==> config.mk <==
export PLATFORM = sky130hd
export DESIGN_NAME = uart_cmd_seq
export DESIGN_NICKNAME = d
export VERILOG_FILES = /design/src/rtl/uart_pkg.sv /design/src/rtl/uart_seq_timer.sv /design/src/rtl/uart_cmd_seq.sv
export SDC_FILE = /design/constraint.sdc
export NUM_CORES = 1
export LEC_CHECK = 0
export ABC_AREA = 0
export BUFFER_PORTS_ARGS = -buffer_cell sky130_fd_sc_hd__buf_2
export CELL_PAD_IN_SITES_DETAIL_PLACEMENT = 2
export CELL_PAD_IN_SITES_GLOBAL_PLACEMENT = 2
export CORE_MARGIN = 2
export CORE_UTILIZATION = 31
export DETAILED_ROUTE_END_ITERATION = 10
export PLACE_DENSITY_LB_ADDON = 0.05
export SLEW_MARGIN = 15
export SYNTH_ARGS = -nofsm -noshare
export SYNTH_HDL_FRONTEND = slang
export SYNTH_SLANG_ARGS = --single-unit
export TNS_END_PERCENT = 50
==> constraint.sdc <==
create_clock -name clk -period 2.37 [get_ports clk]
set_input_delay 0.1185 -clock clk [delete_from_list [all_inputs] [get_ports clk]]
set_output_delay 0.1185 -clock clk [all_outputs]
set_load 0.01 [all_outputs]
==> src/rtl/uart_pkg.sv <==
// uart_pkg: shared command layout and sequencer state encoding for the uart command path.
package uart_pkg;
    localparam int CMD_WIDTH = 16;
    localparam int READ_WIDTH = 8;
    localparam int RW_BIT = 15;
    localparam logic CMD_WR = 1'b1;
    localparam logic CMD_RD = 1'b0;
    localparam int ADDR_HI = 14;
    localparam int ADDR_LO = 8;
    localparam int DATA_HI = 7;
    localparam int DATA_LO = 0;
    localparam int TMR_W = 24;
    typedef enum logic [2:0] {S_IDLE, S_FETCH, S_ISSUE, S_WAIT_RD, S_GAP, S_DONE} seq_state_t;
endpackage

==> src/rtl/uart_seq_timer.sv <==
// uart_seq_timer: loadable down-counter; expired is high once the count reaches zero.
module uart_seq_timer #(
    parameter int W = 24
) (
    input  logic         clk,
    input  logic         rst_n,
    input  logic         load,
    input  logic [W-1:0] load_val,
    output logic         expired
);
    logic [W-1:0] cnt;
    always_ff @(posedge clk or negedge rst_n)
        if (!rst_n) cnt <= '0;
        else if (load) cnt <= load_val;
        else if (cnt != '0) cnt <= cnt - 1'b1;
    assign expired = (cnt == '0);
endmodule

==> src/rtl/uart_cmd_seq.sv <==
// uart_cmd_seq: walks a command table, issues commands to the uart engine and checks read-back bytes.
module uart_cmd_seq #(
    parameter int CMD_WIDTH  = uart_pkg::CMD_WIDTH,
    parameter int READ_WIDTH = uart_pkg::READ_WIDTH,
    parameter int NUM_CMDS   = 16,
    parameter int GAP_CYCLES = 2000,
    parameter int TIMEOUT    = 50000,
    parameter int IW         = $clog2(NUM_CMDS)
) (
    input  logic                            clk,
    input  logic                            rst_n,
    input  logic                            start,
    output logic                            busy,
    output logic                            done,
    output logic                            err_timeout,
    output logic [7:0]                      mismatch_cnt,
    output logic [IW-1:0]                   first_bad_idx,
    output logic [IW-1:0]                   tbl_addr,
    input  logic [CMD_WIDTH+READ_WIDTH-1:0] tbl_data,
    output logic [CMD_WIDTH-1:0]            cmd_data,
    output logic                            cmd_vld,
    input  logic                            cmd_rdy,
    input  logic                            read_rdy,
    input  logic [READ_WIDTH-1:0]           read_data,
    output logic [READ_WIDTH-1:0]           last_rd
);
    import uart_pkg::*;

    seq_state_t             state;
    logic [IW-1:0]          idx;
    logic [READ_WIDTH-1:0]  exp_rd;
    logic                   ph;
    logic                   err_seen;
    logic                   tmr_load;
    logic                   tmr_expired;
    logic [TMR_W-1:0]       tmr_val;

    // The timer is reloaded on the edge that enters GAP or WAIT_RD.
    assign tmr_load = (state == S_ISSUE && cmd_rdy) || (state == S_WAIT_RD && read_rdy);
    assign tmr_val  = (state == S_ISSUE && cmd_data[RW_BIT] == CMD_RD) ? TMR_W'(TIMEOUT - 1)
                                                                       : TMR_W'(GAP_CYCLES - 1);

    uart_seq_timer #(.W(TMR_W)) u_timer (
        .clk      (clk),
        .rst_n    (rst_n),
        .load     (tmr_load),
        .load_val (tmr_val),
        .expired  (tmr_expired)
    );

    always_ff @(posedge clk or negedge rst_n) begin
        if (!rst_n) begin
            state         <= S_IDLE;
            idx           <= '0;
            ph            <= 1'b0;
            err_seen      <= 1'b0;
            exp_rd        <= '0;
            busy          <= 1'b0;
            done          <= 1'b0;
            err_timeout   <= 1'b0;
            mismatch_cnt  <= '0;
            first_bad_idx <= '0;
            tbl_addr      <= '0;
            cmd_data      <= '0;
            cmd_vld       <= 1'b0;
            last_rd       <= '0;
        end else begin
            case (state)
                S_IDLE: begin
                    done <= 1'b0;
                    if (start) begin
                        busy          <= 1'b1;
                        err_timeout   <= 1'b0;
                        mismatch_cnt  <= '0;
                        first_bad_idx <= '0;
                        err_seen      <= 1'b0;
                        idx           <= '0;
                        tbl_addr      <= '0;
                        ph            <= 1'b0;
                        state         <= S_FETCH;
                    end
                end
                S_FETCH: begin
                    ph <= ~ph;
                    if (ph) begin
                        cmd_data <= tbl_data[CMD_WIDTH+READ_WIDTH-1:READ_WIDTH];
                        exp_rd   <= tbl_data[READ_WIDTH-1:0];
                        cmd_vld  <= 1'b1;
                        state    <= S_ISSUE;
                    end
                end
                S_ISSUE:
                    if (cmd_rdy) begin
                        cmd_vld <= 1'b0;
                        state   <= (cmd_data[RW_BIT] == CMD_WR) ? S_GAP : S_WAIT_RD;
                    end
                S_WAIT_RD:
                    if (read_rdy) begin
                        last_rd <= read_data;
                        if (read_data != exp_rd) begin
                            if (mismatch_cnt != 8'hFF) mismatch_cnt <= mismatch_cnt + 8'd1;
                            if (!err_seen) first_bad_idx <= idx;
                            err_seen <= 1'b1;
                        end
                        state <= S_GAP;
                    end else if (tmr_expired) begin
                        err_timeout <= 1'b1;
                        if (!err_seen) first_bad_idx <= idx;
                        err_seen <= 1'b1;
                        state    <= S_DONE;
                    end
                S_GAP:
                    if (tmr_expired) begin
                        if (idx == IW'(NUM_CMDS - 1)) begin
                            state <= S_DONE;
                        end else begin
                            idx      <= idx + 1'b1;
                            tbl_addr <= idx + 1'b1;
                            ph       <= 1'b0;
                            state    <= S_FETCH;
                        end
                    end
                S_DONE: begin
                    done  <= 1'b1;
                    busy  <= 1'b0;
                    state <= S_IDLE;
                end
                default: state <= S_IDLE;
            endcase
        end
    end
endmodule
Yosys cells after proc, flatten, opt, wreduce, memory -nomap -nowiden
Cells that the tools add are included.
{ "totals": {"wordCells": 104, "register_bits": 81, "in_bits": 37, "out_inout_bits": 44} }
{ "op_classes": {"addsub": 3, "reduce_logical": 23, "bitwise": 2, "muxes": 42, "n_eq_ne": 20} }
{ "op_table": {"columns": ["operator", "n"], "rows": [
  ["2-to-1 mux 24 bit", 2],
  ["2-to-1 mux 8 bit", 4],
  ["2-to-1 mux 4 bit", 7],
  ["zero test 24 bit", 1],
  ["2-to-1 mux 3 bit", 8],
  ["nonzero test 24 bit", 1],
  ["subtractor 24 x 1 -> 24 bit (second input constant)", 1],
  ["2-to-1 mux 16 bit", 1],
  ["!= test 2 bit (second input constant)", 8],
  ["case mux 4 bit (2 select lines)", 2],
  ["case mux 8 bit (2 select lines)", 1],
  ["AND reduction 4 bit", 4],
  ["case mux 3 bit (5 select lines)", 1],
  ["2-to-1 mux 1 bit", 10],
  ["case mux 1 bit (2 select lines)", 5],
  ["AND reduction 5 bit", 2],
  ["nonzero test 2 bit", 5],
  ["adder 8 x 1 -> 8 bit (second input constant)", 1],
  ["!= test 8 bit", 1],
  ["!= test 8 bit (second input constant)", 1],
  ["equality test 3 x 2 -> 1 bit (second input constant)", 2],
  ["equality test 3 bit (second input constant)", 2],
  ["AND reduction 2 bit", 3],
  ["adder 4 x 1 -> 4 bit (second input constant)", 1],
  ["12 further kinds", 16]
]} }

Depth between registers and ports, before layout
Gate-level depths: netlist of the first run.
{ "logic_depth": {"depth_word": 5, "ltp_mapped": 8, "depth_no_buf": 7} }

Modules after synthesis
A second synthesis of the first run with hierarchy kept.
{ "unflattened": {"hier_cells": 384, "hier_area_um2": 4240.3} }
{ "modules_own_cells": {"columns": ["module", "instances", "area_per_inst_um2", "cells_each", "seq_area_each_um2"], "rows": [
  ["uart_cmd_seq", 1, 2755.1, 228, 1426.4],
  ["uart_seq_timer", 1, 1485.2, 156, 600.6]
]} }

Worst setup path before layout of the first run
Ideal clock, no wire load.
{ "synth_path": {"path_kind": "reg2reg", "from": "reg u_timer.cnt[14]", "to": "reg u_timer.cnt[19]", "n_path_buf": 0, "path_slack_ps": 125, "arrival_time_ps": 2179, "t_required_ps": 2304, "setup_ps": 66, "path_stages_with_launch": 6, "period_less_slack_ps": 2245, "cell_sequence": "dfrtp_1 -> or4_1 -> or4_1 -> a211o_1 -> or4_1 -> nand2_1"} }
{ "synth_between": {"elab_chain_len": 3, "elab_cells_between_ends": 5, "classes_between": "add/sub (1); mux (2); reduce/logical (2)"} }
{ "synth_lines": {"columns": ["item", "line_no", "rtl"], "rows": [
  ["start: declaration", "uart_seq_timer.sv:11", "logic [W-1:0] cnt;"],
  ["start signal: assignment", "uart_seq_timer.sv:14", "else if (load) cnt <= load_val;"],
  ["start signal: assignment", "uart_seq_timer.sv:15", "else if (cnt != '0) cnt <= cnt - 1'b1;"],
  ["subtractor 24 x 1 -> 24 bit", "uart_seq_timer.sv:15", null],
  ["2-to-1 mux 24 bit", "uart_seq_timer.sv:15", null],
  ["2-to-1 mux 24 bit", "uart_seq_timer.sv:14", null]
]} }
Parallel ways exist; a longest one is shown, timed or not. The select of a mux whose other input is x is not followed.
A chain may end at the register's enable or synchronous reset.

Worst setup path in the final report of the first run
{ "layout_path": {"from": "reg u_timer.cnt[15]", "to": "reg u_timer.cnt[17]"} }
The elaborated chain is that of the path after synthesis.

==> summary.txt, run 1 <==
Pwr
  • Leakage: 2.45 nW
  • Pwr Density: 1110 nW/um^2
  • Sw Share: 36.7%
  • Comb pwr share: 37.9%
  • Clk pwr share: 24.2%
  • Switch Pwr: 0.00221 W
  • Pint: 0.00382 W
  • Max VDD drop: 0.000455 V
  • Sequential power share: 37.9%

Cells and area
  • Fill cell count: 1387
  • Nets: 561
  • Finished Core Util: 42.9%
  • Area Growth Syn to Fin: 34.9%
  • Final Instance Count excl. Fillers: 697
  • Antenna cells: 0
  • Layout cells sized above 1: 34.7%

Timing
  • Final hold slack: 0.0142 ns
  • Final hold vios: 0
  • Rel. slew slack: 64.4%
  • Fmax: 427 MHz
  • RSZ-0062 raised after global routing: yes
  • Crit path setup slack, layout: 0.0288 ns
  • Measured slew at the worst slew-check pin: 0.534 ns
  • # setup viols final: 0
  • Slew Viols, Final: 0
  • Tmin final: 2.34 ns
  • Final period util: 98.8%
  • Clk_skew: 0.00887 ns

Setup path
  • Reg2reg path depth: 5
  • Startpoint class of the critical path: register
  • Critical Path RT: 2.65 ns
  • Worst setup EP type: register
  • Crit path DAT: 2.62 ns
  • RR Endpoint: u_timer.cnt[17]
  • Crit-path max FO: 6
  • R2r startpoint: u_timer.cnt[15]
  • Critical path class: reg2reg
  • Register-to-Register Setup Slack: 0.03 ns

Place
  • Port Buffers: 80
  • Placed Instances: 654
  • Setup WS pre-CTS: -0.0932 ns
  • Detailed Place HPWL: 9070 um
  • Placer Congestion: 0.744

GRT
  • Largest net degree at the start of global routing: 46
  • Antenna violations before repair: 0
  • First-pass GRT wire length: 21500 um
  • Vias in the first global route: 4001
  • Grt ovf: 0
  • Overall routing resource usage: 19.5%

Synth
  • EDFF count, synth: 0
  • Main synth FF type: dfrtp_1
  • Cells after synthesis: 388
  • Flops & latches, synth: 81
  • Post-synth ARST share: 100%
  • Post-Syn Area: 4020 sq um
  • Syn_nets: 429
  • Yosys cell types: 52
  • Post-synthesis sequential area ratio: 50.5%
  • Avg Inst Size Synth: 10.3 sq um
  • Synth warn: 0

Drt
  • Routed WL: 12900 um
  • Via density: 5.11
  • DR DRC count: 0
  • Post-route ant nets: 0
  • Avg WL per Cell: 18.6 um
  • Pre-Repair DR Iteration Count: 4
  • Iter 0 DRT Violations: 96
  • Vias post-DR: 3565

Die
  • Die W: 118 um
  • Starting density of the core: 31.8%
  • Die height: 118 um
  • Total core area: 12600 sq um
  • Row count: 41
  • I/O pin count: 81
  • Die area: 13900 sq um

Hold path
  • Hold path depth: 2
  • Min-delay src: tbl_data[21]
  • WHS Endpoint: cmd_data[13]
  • Hold Crit Class: in2reg

CTS
  • CTS Buf Count: 9
  • CTS max path bufs: 2
  • CTS root buf: clkbuf_16
  • CTS tree: yes
  • Clock Sinks: 81
  • CTS clock-pin slew for the worst setup and hold paths: 0.06 ns
  • CTS H-tree depth: 3
  • Worst-Skew Late Latency: 0.34 ns

Outcome
  • Status: completed

Flow run
  • Max-cap viol count: 0
how the worst max path moves through the flow:
stage                               start               to  slack, ns  cells past startpoint
after global placement    u_timer.cnt[10]  u_timer.cnt[17]       0.02                      5
after detailed placement  u_timer.cnt[10]  u_timer.cnt[21]      -0.09                      5
final                     u_timer.cnt[15]  u_timer.cnt[17]       0.03                      5
after global routing      u_timer.cnt[15]  u_timer.cnt[17]      -0.01                      5
after floorplan           u_timer.cnt[14]  u_timer.cnt[19]       0.13                      5
after CTS                 u_timer.cnt[12]  u_timer.cnt[17]      0.008                      5
power by group through the flow:
stage          Clock (W)  Sequential (W)  Combinational (W)
6_report         0.00146         0.00228            0.00229
5_1_grt          0.00156         0.00237            0.00253
4_1_cts          0.00150         0.00229            0.00229
3_5_place_dp           0         0.00230            0.00219
3_3_place_gp           0         0.00226            0.00211
2_1_floorplan          0         0.00226            0.00130
logic make-up (layout without fill, tap and decap cells):
logic type      Yosys count  after routing  share of synthesized area [%]
compound gates           78             78                           12.5
xor+xnor                 20             20                           4.36
fa+ha+maj                 4              4                           1.25
buf+inv                  26            163                           2.52
flops                    81             81                           50.5
mux                      40             40                           11.0
simple gates            139            139                           17.9
cells in the final DEF, fill, tap and decap left out, drive strengths merged, types with 3 or more instances in the layout:
cell type,instances
o41ai,3
mux2,33
xnor2,7
ha,4
dfrtp,81
nand3b,3
or4,8
clkinv,3
buf,117
nand4,5
nor4,10
o21ai,26
dlygate4sd3,18
nand3,10
a31oi,8
mux2i,7
a21oi,14
nand2b,6
nor2,28
o211ai,4
clkbuf,12
or3,8
inv,11
and3,6
nor3,11
xor2,13
nand2,33
stage by stage:
stage	cell area, sq um	power, W	TNS (ns)
floorplan	4020	0.00355	0
global placement	4800	0.00437	0
detailed placement	4800	0.00449	-0.328
CTS	5370	0.00608	0
global route	5420	0.00646	-0.0160
finish	5420	0.00603	0
sequential cells by signal (all words and copies together), names as in the netlist:
register,flops
u_timer.cnt,24
cmd_data,16
exp_rd,8
last_rd,8
mismatch_cnt,8
first_bad_idx,4
idx,4
state,3
busy,1
cmd_vld,1
done,1
err_seen,1
err_timeout,1
ph,1
per-layer routing:
| layer | vias to the layer above | GRT usage (%) | routed length [um] | share of wire, % |
|---|---|---|---|---|
| met5 | - | 0 | 0 | 0 |
| met4 | 0 | 6.10 | 141 | 1.1 |
| met3 | 9 | 4.51 | 544 | 4.2 |
| met2 | 73 | 33.2 | 6370 | 49 |
| met1 | 1795 | 24.5 | 5890 | 45 |
| li1 | 1688 | - | - | - |
area by class of cell:
class,count,area [sq um],share of cell area (%)
inverter,12,45.0,0.831
clock inverter,4,51.3,0.947
tap,172,215,3.97
multi-input combinational,281,1950,36.0
sequential,81,2030,37.4
clock buffer,12,256,4.73
timing repair buffer,135,873,16.1
repair_timing:
action,4_1_cts,5_1_grt
pin swaps,4,4
buffers inserted,7,2
resized for setup,5,7
hold endpoints to repair,53,0
setup endpoints to repair,5,22
hold buffers,18,0
worst max-delay path: stages (launching register included):
cell and delay [ns]:
dfrtp_1 0.39, or4_4 0.55, or4_4 0.53, a211o_4 0.32
or4_4 0.42, nand2_2 0.08
synthesized netlist by cell type, drive strengths merged (3+ instances only):
| master | n | share of area (%) |
|---|---|---|
| a21oi | 14 | 1.7 |
| a31oi | 8 | 1.2 |
| and3 | 6 | 0.93 |
| clkbuf | 12 | 1.2 |
| dfrtp | 81 | 50 |
| ha | 4 | 1.2 |
| inv | 11 | 1.0 |
| mux2 | 33 | 9.3 |
| mux2i | 7 | 1.7 |
| nand2 | 33 | 3.1 |
| nand2b | 6 | 0.93 |
| nand3 | 10 | 1.2 |
| nand3b | 3 | 0.56 |
| nand4 | 5 | 0.78 |
| nor2 | 28 | 2.6 |
| nor3 | 11 | 1.4 |
| nor4 | 10 | 1.6 |
| o211ai | 4 | 0.75 |
| o21ai | 26 | 3.2 |
| o41ai | 3 | 0.65 |
| or3 | 8 | 1.3 |
| or4 | 8 | 1.5 |
| xnor2 | 7 | 1.5 |
| xor2 | 13 | 2.8 |
No activity file was read; power rests on OpenSTA's default activity.
==> run 2: changes to the inputs <==
--- a/config.mk
+++ b/config.mk
@@ -12,6 +12,7 @@
 export CORE_MARGIN = 2
 export CORE_UTILIZATION = 31
 export DETAILED_ROUTE_END_ITERATION = 10
+export GPL_ROUTABILITY_DRIVEN = 1
 export PLACE_DENSITY_LB_ADDON = 0.05
 export SLEW_MARGIN = 15
 export SYNTH_ARGS = -nofsm -noshare
==> constraint.sdc (replaced) <==
create_clock -name clk -period 2.37 [get_ports clk]
set_input_delay 0.3555 -clock clk [delete_from_list [all_inputs] [get_ports clk]]
set_output_delay 0.3555 -clock clk [all_outputs]
set_load 0.01 [all_outputs]
==> summary.txt, run 2 (synthesis gave the netlist of run 1 again) <==
Drt
  • Routed WL: 12100 um (-6.9%)
  • Post-route ant nets: 0 (unchanged)
  • Iter 0 DRT Violations: 157 (+64%)
  • Via density: 5.08 (-0.58%)
  • Avg WL per Cell: 17.7 um (-5.0%)
  • DR DRC count: 0 (unchanged)
  • Pre-Repair DR Iteration Count: 4 (unchanged)
  • Vias post-DR: 3473 (-2.6%)

Cells and area
  • Layout cells sized above 1: 36.3% (+1.6 points)
  • Fill cell count: 1393 (+0.43%)
  • Area Growth Syn to Fin: 31.9%
  • Nets: 546 (-2.7%)
  • Biggest regs: u_timer.cnt x24, cmd_data x16
  • Largest register FFs: 24 (unchanged)
  • Most frequent cells in the layout: dfrtp_1, buf_2, buf_4
  • Finished Core Util: 42.0% (-0.95 points)
  • Reg with most FFs: u_timer.cnt
  • Most common cell after layout, fill and taps aside: dfrtp_1

Timing
  • Final period util: 100% (+1.6 points)
  • Setup tns final: -0.00934 ns (-0.00934 ns)
  • Clk_skew: 0.00486 ns (-0.00400 ns)
  • # setup viols final: 1 (+1)
  • Crit path setup slack, layout: -0.00934 ns (-0.0382 ns)
  • Tmin final: 2.38 ns (+0.0382 ns)
  • Final hold vios: 0 (unchanged)
  • Final hold slack: 0.221 ns (+0.207 ns)
  • RSZ-0062 raised after global routing: yes
  • Fmax: 420 MHz (-1.6%)
  • Slew Viols, Final: 0 (unchanged)
  • Measured slew at the worst slew-check pin: 0.468 ns (-0.0662 ns)
  • Rel. slew slack: 68.5% (+4.2 points)

GRT
  • Overall routing resource usage: 18.4% (-1.1 points)
  • Vias in the first global route: 3882 (-3.0%)
  • Antenna violations before repair: 0 (unchanged)
  • First-pass GRT wire length: 20400 um (-5.4%)
  • Grt ovf: 0 (unchanged)
  • Largest net degree at the start of global routing: 53 (+15%)

Setup path
  • CP peak stage delay: 0.56 ns (about the same)
  • Critical-path top delay cell: or4_4
  • Register-to-Register Setup Slack: -0.009 ns (-0.04 ns)
  • Critical path class: reg2reg
  • Crit path DAT: 2.66 ns (+0.04 ns)
  • Startpoint class of the critical path: register
  • Sequence of cells on the critical path: or4_4 -> or4_4 -> a211o_4 -> or4_4 -> nand2_2
  • Critical Path RT: 2.65 ns (about the same)
  • Worst setup EP type: register
  • Most Frequent Cell on Critical Path: or4_4
  • Crit-path max FO: 7 (+1)

Die
  • Die height: 118 um (unchanged)
  • Total core area: 12600 sq um (unchanged)
  • I/O pin count: 81 (unchanged)
  • Die W: 118 um (unchanged)
  • Starting density of the core: 31.8% (unchanged)
  • Row count: 41 (unchanged)
  • Die area: 13900 sq um (unchanged)

Place
  • Port Buffers: 80 (unchanged)
  • Detailed Place HPWL: 8880 um (-2.1%)
  • Setup WS pre-CTS: -0.0438 ns (+0.0494 ns)
  • Placer Congestion: 0.756 (+1.6%)

CTS
  • CTS Buf Count: 9 (unchanged)
  • Worst-Skew Late Latency: 0.34 ns (about the same)
  • CTS max path bufs: 2 (unchanged)
  • CTS root buf: clkbuf_16
  • Clock Sinks: 81 (unchanged)
  • CTS tree: yes
  • CTS clock-pin slew for the worst setup and hold paths: 0.06 ns (about the same)
  • CTS H-tree depth: 3 (unchanged)

Pwr
  • Pwr Density: 1160 nW/um^2 (+3.8%)
  • Max VDD drop: 0.000438 V (-3.7%)
  • Leakage: 2.41 nW (-1.6%)
  • Tot Pwr: 0.00612 W (+1.5%)

Hold path
  • Hold Crit Class: in2reg

Outcome
  • Failing checks: negative setup slack
  • Status: finished, violations left

Flow run
  • Max-cap viol count: 0 (unchanged)
[run 2: cell count changes in the layout (fill, tap and decap cells not counted), sizes merged, moves of 2 or more]
cell / delta
buf: +2
dlygate4sd3: -17
clkbuf: -3
bufinv: +2
[run 2: cell type report]
cell class | instances | area (sq um) | share of cell area (%)
clock buffer | 9 | 225 | 4.25
multi-input combinational | 281 | 1950 | 36.8
antenna | 1 | 2.50 | 0.0472
sequential | 81 | 2030 | 38.3
clock inverter | 7 | 118 | 2.22
tap | 172 | 215 | 4.06
inverter | 12 | 45.0 | 0.850
timing repair buffer | 120 | 718 | 13.6
[run 2: report_power, final]
part           internal (W)  leakage, nW  switching, W
Sequential          0.00184         1.01      0.000381
Clock               0.00103        0.170      0.000587
Combinational       0.00108         1.23       0.00119
Total               0.00396         2.41       0.00216
[run 2: worst max-delay path: cells and delay by family (launching register included)]
| kind | cells | cell delay [ns] |
|---|---|---|
| and+or+nand+nor | 4 | 1.54 |
| DFF | 1 | 0.42 |
| AOI/OAI and AO/OA | 1 | 0.36 |
[run 2: path summary, 6_finish.rpt]
kind                                 start         endpoint  cells after the start
max                        u_timer.cnt[10]  u_timer.cnt[17]                      5
min                           tbl_data[23]     cmd_data[15]                      3
max reg2reg                u_timer.cnt[10]  u_timer.cnt[17]                      5
min reg2reg                   cmd_data[10]     cmd_data[10]                      1
max in group asynchronous            rst_n  mismatch_cnt[7]                      3
min in group asynchronous            rst_n  u_timer.cnt[12]                      2
[run 2: stage by stage]
step,std cells,cell area [sq um]
after floorplan,388,4020
after global placement,661,4860
after detailed placement,661,4860
after CTS,678,5220
after global routing,682,5300
final,683,5300
[run 2: metal layers]
layer / wire [um] / global-route usage (%)
met1: 5710 / 24.2
met2: 5510 / 29.0
met3: 669 / 5.14
met4: 172 / 6.55
met5: 0 / 0
[run 2: repair_timing]
item,CTS,global route
hold endpoints to repair,29,0
gates resized for setup,2,10
setup endpoints to repair,4,13
pin swaps,0,3
buffers inserted,0,4
hold buffers,1,0
==> run 3: changes to the inputs <==
--- a/config.mk
+++ b/config.mk
@@ -5,12 +5,12 @@
 export SDC_FILE = /design/constraint.sdc
 export NUM_CORES = 1
 export LEC_CHECK = 0
-export ABC_AREA = 0
+export ABC_AREA = 1
 export BUFFER_PORTS_ARGS = -buffer_cell sky130_fd_sc_hd__buf_2
 export CELL_PAD_IN_SITES_DETAIL_PLACEMENT = 2
 export CELL_PAD_IN_SITES_GLOBAL_PLACEMENT = 2
 export CORE_MARGIN = 2
-export CORE_UTILIZATION = 31
+export CORE_UTILIZATION = 29
 export DETAILED_ROUTE_END_ITERATION = 10
 export GPL_ROUTABILITY_DRIVEN = 1
 export PLACE_DENSITY_LB_ADDON = 0.05
==> summary.txt, run 3 <==
Synth
  • Cells after synthesis: 485 (+25%)
  • Synth top cells by count: nand2_1, dfrtp_1, nor2_1, inv_1, o21ai_0
  • Top cell type's share of synthesized area: 49.3% (-1.2 points)
  • Post-Syn Area: 4110 sq um (+2.5%)
  • Count leader, synth: nand2_1
  • Synth warn: 0 (unchanged)
  • Flops & latches, synth: 81 (unchanged)
  • Avg Inst Size Synth: 8.48 sq um (-18%)
  • Yosys cell types: 30 (-42%)
  • Syn_nets: 526 (+23%)
  • Post-synth ARST share: 100% (unchanged)
  • Top post-synthesis cells by area: dfrtp_1, nand2_1, nor2_1
  • Post-synthesis sequential area ratio: 49.3% (-1.2 points)
  • Main synth FF type: dfrtp_1
  • Leading area contributor after synthesis: dfrtp_1
  • EDFF count, synth: 0 (unchanged)

Die
  • Total core area: 13900 sq um (+10%)
  • I/O pin count: 81 (unchanged)
  • Starting density of the core: 29.6% (-2.2 points)
  • Row count: 43 (+4.9%)
  • Die area: 15200 sq um (+9.2%)
  • Die height: 123 um (+4.5%)
  • Die W: 123 um (+4.5%)

Setup path
  • Cell family with most CP delay: simple AND/OR/NAND/NOR gates
  • Startpoint class of the critical path: register
  • Reg2reg path depth: 9 (+4)
  • RR Endpoint: u_timer.cnt[13]
  • R2r startpoint: state[2]
  • Critical path class: reg2reg
  • Critical-path top delay cell: dfrtp_1
  • Worst setup EP type: register
  • CP peak stage delay: 0.43 ns (-0.13 ns)
  • Crit path DAT: 2.16 ns (-0.50 ns)
  • Register-to-Register Setup Slack: 0.42 ns (+0.43 ns)
  • Critical Path RT: 2.58 ns (-0.07 ns)
  • CP bufs+invs: 3 (+3)
  • Crit-path max FO: 19 (+12)
  • Sequence of cells on the critical path: inv_2 -> nand2_2 -> nor2_4 -> inv_4 -> nor2_8 -> nor2_8 -> clkinv_4 -> nor2_4 -> nor3_1

CTS
  • Worst-Skew Late Latency: 0.34 ns (about the same)
  • CTS max path bufs: 2 (unchanged)
  • CTS root buf: clkbuf_16
  • CTS tree: yes
  • CTS clock-pin slew for the worst setup and hold paths: 0.06 ns (about the same)
  • CTS Buf Count: 9 (unchanged)
  • Clock Sinks: 81 (unchanged)
  • CTS H-tree depth: 3 (unchanged)
  • Post-cts resize count: 0 (-2)

Timing
  • # setup viols final: 0 (-1)
  • Clk_skew: 0.00635 ns (+0.00148 ns)
  • Measured slew at the worst slew-check pin: 0.662 ns (+0.194 ns)
  • Rel. slew slack: 55.7% (-13 points)
  • Final period util: 82.4% (-18 points)
  • RSZ-0062 raised after global routing: no
  • Slew Viols, Final: 0 (unchanged)
  • Tmin final: 1.95 ns (-0.426 ns)
  • Setup tns final: 0 ns (+0.00934 ns)
  • Final hold vios: 0 (unchanged)
  • Fmax: 512 MHz (+22%)

Cells and area
  • Reg with most FFs: u_timer.cnt
  • Most frequent cells in the layout: nand2_1, dfrtp_1, buf_2
  • Antenna cells: 0 (-1)
  • Most common cell after layout, fill and taps aside: nand2_1
  • Nets: 614 (+12%)
  • Biggest regs: u_timer.cnt x24, cmd_data x16
  • Layout cells sized above 1: 23.1% (-13 points)
  • Final Instance Count excl. Fillers: 757 (+11%)
  • Largest register FFs: 24 (unchanged)
  • Area Growth Syn to Fin: 21.7%

GRT
  • First-pass GRT wire length: 19900 um (-2.1%)
  • Largest net degree at the start of global routing: 50 (-5.7%)
  • Vias in the first global route: 3829 (-1.4%)
  • Overall routing resource usage: 17.2% (-1.2 points)
  • Grt ovf: 0 (unchanged)
  • Antenna violations before repair: 0 (unchanged)

Place
  • Placer Congestion: 0.772 (+2.2%)
  • Placed Instances: 741 (+12%)
  • Detailed Place HPWL: 9240 um (+4.1%)
  • Port Buffers: 80 (unchanged)

Drt
  • Avg WL per Cell: 16.0 um (-9.5%)
  • Pre-Repair DR Iteration Count: 4 (unchanged)
  • Vias post-DR: 3538 (+1.9%)
  • Via density: 4.67 (-8.1%)
  • Routed WL: 12100 um (+0.32%)
  • Iter 0 DRT Violations: 109 (-31%)
  • Post-route ant nets: 0 (unchanged)
  • DR DRC count: 0 (unchanged)

Pwr
  • Leakage: 2.43 nW (+0.87%)
  • Pwr Density: 597 nW/um^2 (-48%)
  • Max VDD drop: 0.000307 V (-30%)

Hold path
  • Hold Crit Class: in2reg
  • WHS Endpoint: cmd_data[3]
  • Hold path depth: 2 (-1)
  • Min-delay src: tbl_data[11]

Flow run
  • Max-cap viol count: 0 (unchanged)

Outcome
  • Status: completed
-- run 3: cells by family (layout without fill, tap and decap cells) --
kind of cell | count (synthesis) | in the layout | synth area share [%]
AOI/OAI and AO/OA | 49 | 49 | 6.33
xor gates and xnor gates | 26 | 26 | 5.54
adders and majority gates | 4 | 4 | 1.22
buffers and inverters | 49 | 141 | 5.26
DFF | 81 | 81 | 49.3
muxes | 21 | 21 | 5.75
and+or+nand+nor | 255 | 255 | 26.6
-- run 3: cell type report --
cell class | count | area (sq um)
sequential | 81 | 2030
timing repair buffer | 84 | 448
fill | 1579 | 8870
tap | 180 | 225
inverter | 42 | 165
clock inverter | 5 | 31.3
multi-input combinational | 355 | 1870
clock buffer | 10 | 239
-- run 3: worst max path at each step --
| stage | slack, ns | to | start | depth (start not counted) |
|---|---|---|---|---|
| floorplan | 0.75 | mismatch_cnt[7] | mismatch_cnt[0] | 11 |
| global placement | 0.44 | first_bad_idx[2] | u_timer.cnt[9] | 9 |
| detailed placement | 0.37 | u_timer.cnt[13] | state[2] | 9 |
| CTS | 0.37 | mismatch_cnt[4] | state[2] | 8 |
| global route | 0.19 | u_timer.cnt[5] | u_timer.cnt[0] | 9 |
| finish | 0.42 | u_timer.cnt[13] | state[2] | 9 |
-- run 3: power by group --
group / total (W) / switching [W] / leakage [nW] / internal (W)
sequential: 0.00146 / 0.0000339 / 0.986 / 0.00143
combinational: 0.000210 / 0.000120 / 1.31 / 0.0000902
clock: 0.00132 / 0.000586 / 0.135 / 0.000731
-- run 3: repair_timing --
action / 4_1_cts / 5_1_grt
setup buffers: 0 / 0
hold endpoints to repair: 32 / 0
setup endpoints to repair: 0 / 0
hold buffers: 1 / 0
-- run 3: per-layer routing --
layer | global-route usage [%] | vias up | wire [um]
li1 | - | 1731 | -
met1 | 23.0 | 1742 | 5800
met2 | 26.8 | 54 | 5610
met3 | 4.29 | 11 | 513
met4 | 6.61 | 0 | 176
met5 | 0 | - | 0
-- run 3: through the flow --
stage | hold slack [ns] | util (%) | cell area, sq um | worst slack (ns) | power, W
floorplan | 0.0599 | - | 4110 | 0.753 | 0.00158
global placement | 0.345 | 34.0 | 4730 | 0.439 | 0.00170
detailed placement | 0.350 | 34.0 | 4730 | 0.373 | 0.00170
CTS | 0.224 | 36.1 | 5010 | 0.375 | 0.00307
global route | 0.231 | 36.1 | 5010 | 0.195 | 0.00314
finish | 0.241 | 36.1 | 5010 | 0.417 | 0.00299
